===== config.mk =====
export PLATFORM = sky130hd
export DESIGN_NAME = ifft_input_loader
export DESIGN_NICKNAME = d
export VERILOG_FILES = /design/src/rtl/ifft_input_loader_pkg.sv /design/src/rtl/ifft_bitrev.sv /design/src/rtl/ifft_input_loader.sv
export SDC_FILE = /design/constraint.sdc
export NUM_CORES = 1
export LEC_CHECK = 0
export CAP_MARGIN = 20
export CORE_AREA = 5 5 205 207
export DETAILED_ROUTE_END_ITERATION = 12
export DIE_AREA = 0 0 210 212
export PLACE_DENSITY = 0.78
export SLEW_MARGIN = 30
export SYNTH_ARGS = -nofsm -noshare
export SYNTH_HDL_FRONTEND = slang
export SYNTH_SLANG_ARGS = --single-unit
export TNS_END_PERCENT = 10

===== constraint.sdc =====
create_clock -name clk -period 2.5 [get_ports clk]
set_input_delay 0.5 -clock clk [delete_from_list [all_inputs] [get_ports clk]]
set_output_delay 0.5 -clock clk [all_outputs]
set_load 0.005 [all_outputs]

===== src/rtl/ifft_input_loader_pkg.sv =====
// Shared IFFT definitions: default frame geometry and loader state encoding.
package ifft_input_loader_pkg;
  localparam int IFFT_DATA_W   = 16;
  localparam int IFFT_N_POINTS = 16;
  localparam int IFFT_ADDR_W   = 4;

  typedef enum logic {
    LOAD = 1'b0,
    FULL = 1'b1
  } state_t;
endpackage


===== src/rtl/ifft_bitrev.sv =====
// Combinational ADDR_W-bit index reversal; shared with the IFFT controller.
module ifft_bitrev #(
  parameter int ADDR_W = 4
) (
  input  logic [ADDR_W-1:0] idx,
  output logic [ADDR_W-1:0] rev
);
  always_comb begin
    rev = '0;
    for (int i = 0; i < ADDR_W; i++) rev[i] = idx[ADDR_W-1-i];
  end
endmodule


===== src/rtl/ifft_input_loader.sv =====
// Loads a 16-point complex frame in bit-reversed order and holds it until released.
// Optional in_last framing check: define IFFT_LOADER_FRAME_CHK_EN.
module ifft_input_loader
  import ifft_input_loader_pkg::*;
#(
  parameter int DATA_W   = IFFT_DATA_W,
  parameter int N_POINTS = IFFT_N_POINTS,
  parameter int ADDR_W   = IFFT_ADDR_W
) (
  input  logic              clk,
  input  logic              rst_n,
  input  logic              in_valid,
  input  logic [DATA_W-1:0] in_re,
  input  logic [DATA_W-1:0] in_im,
  input  logic              in_last,
  output logic              in_ready,
  output logic              frame_ready,
  input  logic [ADDR_W-1:0] rd_addr,
  output logic [DATA_W-1:0] rd_re,
  output logic [DATA_W-1:0] rd_im,
  input  logic              frame_release,
  output logic              frame_err
);
  localparam logic [ADDR_W-1:0] LAST_CNT = ADDR_W'(N_POINTS - 1);

  state_t            state, state_nxt;
  logic [ADDR_W-1:0] cnt;
  logic [ADDR_W-1:0] wr_idx;
  logic              accept;
  logic              cnt_last;
  logic              restart;
  logic [DATA_W-1:0] mem_re [N_POINTS];
  logic [DATA_W-1:0] mem_im [N_POINTS];

  assign accept   = in_valid && in_ready;
  assign cnt_last = (cnt == LAST_CNT);

  ifft_bitrev #(.ADDR_W(ADDR_W)) u_bitrev (
    .idx (cnt),
    .rev (wr_idx)
  );

`ifdef IFFT_LOADER_FRAME_CHK_EN
  // Early in_last restarts the frame; a missing in_last only flags the error.
  assign restart = accept && in_last && !cnt_last;

  always_ff @(posedge clk or negedge rst_n) begin
    if (!rst_n)                              frame_err <= 1'b0;
    else if (accept && (in_last != cnt_last)) frame_err <= 1'b1;
  end
`else
  logic unused_last;
  assign unused_last = in_last;
  assign restart     = 1'b0;
  assign frame_err   = 1'b0;
`endif

  always_ff @(posedge clk or negedge rst_n) begin
    if (!rst_n) state <= LOAD;
    else        state <= state_nxt;
  end

  always_comb begin
    state_nxt = state;
    case (state)
      LOAD:    if (accept && cnt_last) state_nxt = FULL;
      FULL:    if (frame_release)      state_nxt = LOAD;
      default: state_nxt = LOAD;
    endcase
  end

  always_comb begin
    in_ready    = 1'b0;
    frame_ready = 1'b0;
    in_ready    = (state == LOAD);
    frame_ready = (state == FULL);
  end

  always_ff @(posedge clk or negedge rst_n) begin
    if (!rst_n)      cnt <= '0;
    else if (accept) cnt <= restart ? '0 : cnt + ADDR_W'(1);
  end

  // Read port runs every cycle regardless of state.
  always_ff @(posedge clk or negedge rst_n) begin
    if (!rst_n) begin
      for (int i = 0; i < N_POINTS; i++) begin
        mem_re[i] <= '0;
        mem_im[i] <= '0;
      end
      rd_re <= '0;
      rd_im <= '0;
    end else begin
      if (accept) begin
        mem_re[wr_idx] <= in_re;
        mem_im[wr_idx] <= in_im;
      end
      rd_re <= mem_re[rd_addr];
      rd_im <= mem_im[rd_addr];
    end
  end
endmodule


Yosys cells after proc, flatten, opt, wreduce, memory -nomap -nowiden

Cells that the tools add are included.

Register bits after elaboration: 549
Input bits: 41
Output and inout bits: 35
Word-level logic and storage cells: 60

Add/sub/neg operators: 1
Order comparisons: 3
Equality and inequality tests: 1
Mux-type cells: 13
Bitwise gates (word level): 3
Reductions and logical operators: 3

Operator list:

| kind                                                                         | number |
|---|---|
| 256-bit bitwise mux                                                          | 2 |
| 16-bit binary-select mux with 4-bit select                                   | 2 |
| 16-bit 2-to-1 mux                                                            | 5 |
| 16-bit demux with 4-bit select                                               | 1 |
| 5-bit >= comparator, second input constant                                   | 2 |
| 4-bit NOT with 5-bit output                                                  | 2 |
| 5-bit by 1-bit less-than comparator with 1-bit output, second input constant | 1 |
| 4-bit by 1-bit adder with 4-bit output, second input constant                | 1 |
| 4-bit == test, second input constant                                         | 1 |
| 1-bit logical AND                                                            | 3 |
| 1-bit 2-to-1 mux                                                             | 2 |
| 1-bit one-hot mux with 2 select lines                                        | 1 |
| 1-bit NOT                                                                    | 1 |

Longest topological paths before layout

Gate-level depths: netlist (run 1).

Word-level depth: 6
Depth in mapped cells: 6
Mapped depth without buffers: 5

Hierarchy

A second synthesis (run 1) with hierarchy kept.

Cell total of the unflattened synthesis: 1,458
Area, all modules: 24,033.0 µm²

Modules (own cells, without submodules):

| module            | times used | cells an instance | area an instance (µm²) |
|---|---|---|---|
| ifft_input_loader | 1          | 1,454             | 24,003.0 |
| ifft_bitrev       | 1          | 4                 | 30.0 |

Worst setup path before layout (run 1)

Ideal clock, no wire load.

Kind: in2reg
Start: in rd_addr[0]
End: reg rd_im[0]
Arrival: 1,675 ps
Required time: 2,376 ps
Slack: 701 ps
Stages on the path: 5
Buffers on the path: 2
Cell sequence: buf_2 > buf_2 > mux4_2 > a22oi_1 > nand2_1

Longest elaborated chain between the ends: 4

Ends and longest elaborated chain:

| element                                               | RTL line                | source |
|---|---|---|
| from (decl)                                           | ifft_input_loader.sv:18 | `input logic [ADDR_W-1:0] rd_addr,` |
| 4-bit NOT with 5-bit output (not written as such)     | ifft_input_loader.sv:99 | `rd_im <= mem_im[rd_addr];` |
| 16-bit binary-select mux with 4-bit select            | ifft_input_loader.sv:99 |  |
| 16-bit 2-to-1 mux (not written as such) (2 in series) | ifft_input_loader.sv:99 |  |
| to (signal assigned)                                  | ifft_input_loader.sv:99 |  |
| to (decl)                                             | ifft_input_loader.sv:20 | `output logic [DATA_W-1:0] rd_im,` |

Every way passes these cells. The select of a mux whose other input is x is not followed.
A chain may end at the register's enable or synchronous reset.

Worst setup path in the final report (run 1)

Start: reg state, in the netlist frame_ready
End: out frame_ready

RTL lines:

| element                | RTL line                | source |
|---|---|---|
| from (decl)            | ifft_input_loader.sv:26 | `state_t state, state_nxt;` |
| from (signal assigned) | ifft_input_loader.sv:60 | `else state <= state_nxt;` |
| to (decl)              | ifft_input_loader.sv:17 | `output logic frame_ready,` |

No word-level cell between the ends.

==> run_results.csv, run 1 <==
group,metric,value,unit
logic_synthesis,netlist_top_cells_area,"dfrtp_1 (57%), mux2_2 (23%), mux4_2 (12%)",
worst_setup_path,crit_arrival,1.79,ns
worst_setup_path,crit_fanout,6,
timing,rsz0062_at_grt,"no",
global_routing,overflow,0,
logic_synthesis,yosys.area.top_type_share,57.4,%
global_routing,grt_pass1_wl,83500,µm
power_and_ir_drop,ir_drop,730,µV
global_routing,grt_pass1_vias,14300,
clock_tree,cts_tree,"yes",
logic_synthesis,yosys_warnings,0,
power_and_ir_drop,power_density,1180,mW/mm²
floorplanning,row_count,74,
power_and_ir_drop,p_int,0.0241,W
worst_setup_path,slowest_delay,0.59,ns
power_and_ir_drop,p_leak,11.9,nW
timing,slew_headroom,56.3,%
logic_synthesis,ys_seq_elements,549,
worst_setup_path,endpoint_kind,"output pin",
clock_tree,numCtsBuffers,55,
final_layout,regArea,0.0137,mm²
worst_setup_path,startpoint_type,"flop",
floorplanning,die_area,0.0445,mm²
placement,port_buffers,73,
route,drt_pass1_iterations,4,
global_routing,grtUsageTotal,24.1,%
route,post_drt_wl_per_cell,24.4,µm
worst_setup_path,cp_cell_sequence,"clkdlybuf4s50_1",
clock_tree,clock_sinks,549,
clock_tree,h-tree-depth,2,
placement,place_area,0.0258,mm²
floorplanning,die_x,210,µm
job,maxCapViolations,0,
timing,period_share,91.5,%
timing,hold_viol_final,0,
global_routing,grt_start_max_net_pins,69,
clock_tree,clk-insertion-delay-late,0.61,ns
timing,worst_pin_slew,0.655,ns
power_and_ir_drop,clockPowerShare,25.5,%
worst_setup_path,crit_required,2.00,ns
placement,place.gp.congestion,0.734,
logic_synthesis,syn_avg_cell_area,16.4,µm²
route,post_drt_via_cell_ratio,6.13,
route,remaining_drc_errors,0,
route,wirelength,51200,µm
status,outcome,"completed",
timing,fin_ws,0.212,ns
min_path,worstHoldPathType,"in -> async",
floorplanning,design.core.area,0.0402,mm²
final_layout,multi_input_area,0.00964,mm²
worst_setup_path,slowest_stage,"clkdlybuf4s50_1",
logic_synthesis,synthesis.area,0.0239,mm²
worst_setup_path,cp.buffers_inverters,1,
logic_synthesis,synth.distinct_cells,29,
final_layout,utilization,68.8,%
worst_setup_path,criticalPathCategory,"reg -> out",
clock_tree,clk_path_buf_depth,3,
timing,final.setup.tns,0,ns
final_layout,area_delta_synth_final,15.4,%
power_and_ir_drop,p_comb_share,27.7,%
final_layout,fin_area,0.0276,mm²
power_and_ir_drop,power_frac_seq,46.7,%
timing,drv_slew,0,
floorplanning,initial_core_util,59.6,%
final_layout,drive_gt1_share,50.6,%
placement,place_ws,0.134,ns
worst_setup_path,cpLargestDelayFamily,"buffers and inverters",
clock_tree,postCtsSetupBuffers,0,
global_routing,antenna_found_initial,1,
power_and_ir_drop,p_sw,0.00851,W
logic_synthesis,yosys.area.top_type,"dfrtp_1",
timing,min_period,2.29,ns
final_layout,n_fill_cell,2650,
timing,finClkSkew,0.0279,ns
clock_tree,clkTransAtPathRegs,0.06,ns
final_layout,num-nets-final,1571,
power_and_ir_drop,switching_share,26.1,%
timing,fmaxAchievable,437,MHz
route,ant_nets,0,
logic_synthesis,synth_nets,1505,
timing,setup_viol,0,
clock_tree,cts_root_buf,"clkbuf_16",
floorplanning,pin_count,76,
logic_synthesis,syn_inst,1460,
logic_synthesis,synth_seq_area_share,57.4,%
power_and_ir_drop,p_total,0.0326,W
floorplanning,die_height,212,µm
final_layout,antenna_cells,0,
route,dr.first_iter.drc_count,711,
placement,dp_hpwl,29300,µm
route,dr_total_vias,12900,
-- metal layers --
layer  GRT usage, %  wire, µm  up-vias
met1           34.2     22400     6980
met2           40.0     25600      253
met5              0        13        -
met3           4.15      2170       74
li1               -         -     5568
met4           5.31       973        2
-- state kept, by name (all words and copies together), names as in the netlist --
| signal | cells |
|---|---|
| mem_im | 256 |
| rd_im | 16 |
| cnt | 4 |
| mem_re | 256 |
| rd_re | 16 |
| frame_ready | 1 |
-- power by group through the flow --
stage / sequential (W) / combinational (W) / clock [W]
after global routing: 0.0157 / 0.00984 / 0.00894
after detailed placement: 0.0154 / 0.00911 / 0
final: 0.0152 / 0.00905 / 0.00833
after floorplan: 0.0146 / 0.00689 / 0
after global placement: 0.0150 / 0.00873 / 0
after CTS: 0.0153 / 0.00918 / 0.00851
-- cell type report --
cell class / count / share of cell area [%]
inverter: 3 / 0.0407
clock inverter: 14 / 0.588
timing repair buffer: 140 / 6.23
multi-input combinational: 777 / 34.9
tap: 532 / 2.41
clock buffer: 85 / 6.15
sequential: 549 / 49.7
-- synthesized netlist by cell type --
| cell | n |
|---|---|
| a22oi_1 | 64 |
| and2_1 | 1 |
| and4_1 | 1 |
| and4b_1 | 2 |
| buf_1 | 9 |
| buf_2 | 41 |
| buf_4 | 26 |
| buf_6 | 4 |
| clkbuf_1 | 51 |
| conb_1 | 1 |
| dfrtp_1 | 549 |
| ha_1 | 4 |
| inv_1 | 3 |
| mux2_1 | 26 |
| mux2_2 | 486 |
| mux4_2 | 128 |
| nand2_1 | 35 |
| nand2b_1 | 2 |
| nand3_1 | 3 |
| nand3b_1 | 3 |
| nand4_1 | 1 |
| nand4bb_1 | 1 |
| nor2_1 | 8 |
| nor2_2 | 3 |
| nor2b_1 | 2 |
| nor2b_2 | 1 |
| o21ai_0 | 1 |
| o21bai_1 | 1 |
| xnor2_1 | 3 |
-- repair_timing --
action | 4_1_cts | 5_1_grt
resized for setup | 0 | 0
hold buffers | 1 | 0
hold endpoints to repair | 51 | 0
-- logic make-up (layout without fill, tap and decap cells) --
group	count (synthesis)	after routing	synth area share (%)
AOI/OAI and AO/OA	66	66	2.06
buffers and inverters	134	242	2.85
xor gates and xnor gates	3	3	0.110
adders and majority gates	4	4	0.209
other	1	1	0.0157
muxes	640	640	36.1
DFF	549	549	57.4
and+or+nand+nor	63	63	1.27
-- metrics by stage --
step                      hold slack (ns)  std cells
after global placement              0.462       2000
after CTS                           0.420       2100
after detailed placement            0.471       2000
final                               0.455       2100
after global routing                0.452       2100
after floorplan                     0.204       1460
-- path summary, 6_finish.rpt --
path	start	endpoint	slack (ns)	cells after the start
worst max-delay path	frame_ready	frame_ready	0.21	1
worst min-delay path	rst_n	rd_re[3]	0.46	2
worst max register to register	cnt[0]	mem_im[232]	0.48	6
worst min register to register	mem_im[26]	mem_im[26]	0.48	1
max in group asynchronous	rst_n	mem_im[103]	1.09	3
min in group clk	frame_release	frame_ready	0.46	2
-- placed cells by master, fill, tap and decap left out --
cell             synthesis  layout
dfrtp_1                549     549
mux2_2                 486     486
mux4_2                 128     128
clkdlybuf4s50_1          0      70
a22oi_1                 64      64
clkbuf_16                0      56
buf_12                   0      38
nand2_1                 35      35
buf_4                   26      28
mux2_1                  26      26
clkbuf_8                 0      20
nor2_4                   0      10
clkbuf_1                51      10
clkinv_2                 0       8
ha_1                     4       4
inv_1                    3       3
nand3_2                  0       3
nand3b_1                 3       3
xnor2_1                  3       3
bufinv_16                0       3
nor2b_4                  0       2
and4b_2                  0       2
nand2b_1                 2       2
and2_2                   0       1
nor2b_2                  1       1
and4_2                   0       1
o21bai_1                 1       1
nor2_1                   8       1
o21ai_0                  1       1
nand4bb_4                0       1
nand4_1                  1       1
conb_1                   1       1
inv_6                    0       1
clkinv_8                 0       1
clkinvlp_4               0       1
dlygate4sd3_1            0       1
buf_6                    4       1
buf_8                    0       1
Power figures use the tool's default switching activity.
==> run 2, diff against run 1 <==
Settings changed: SKIP_CTS_REPAIR_TIMING set to 1.
==> results of run 2 <==
Final layout, timing and power as in run 1 (identical DEF).
Among the figures that moved: met3 usage 4.15% -> 4.16%
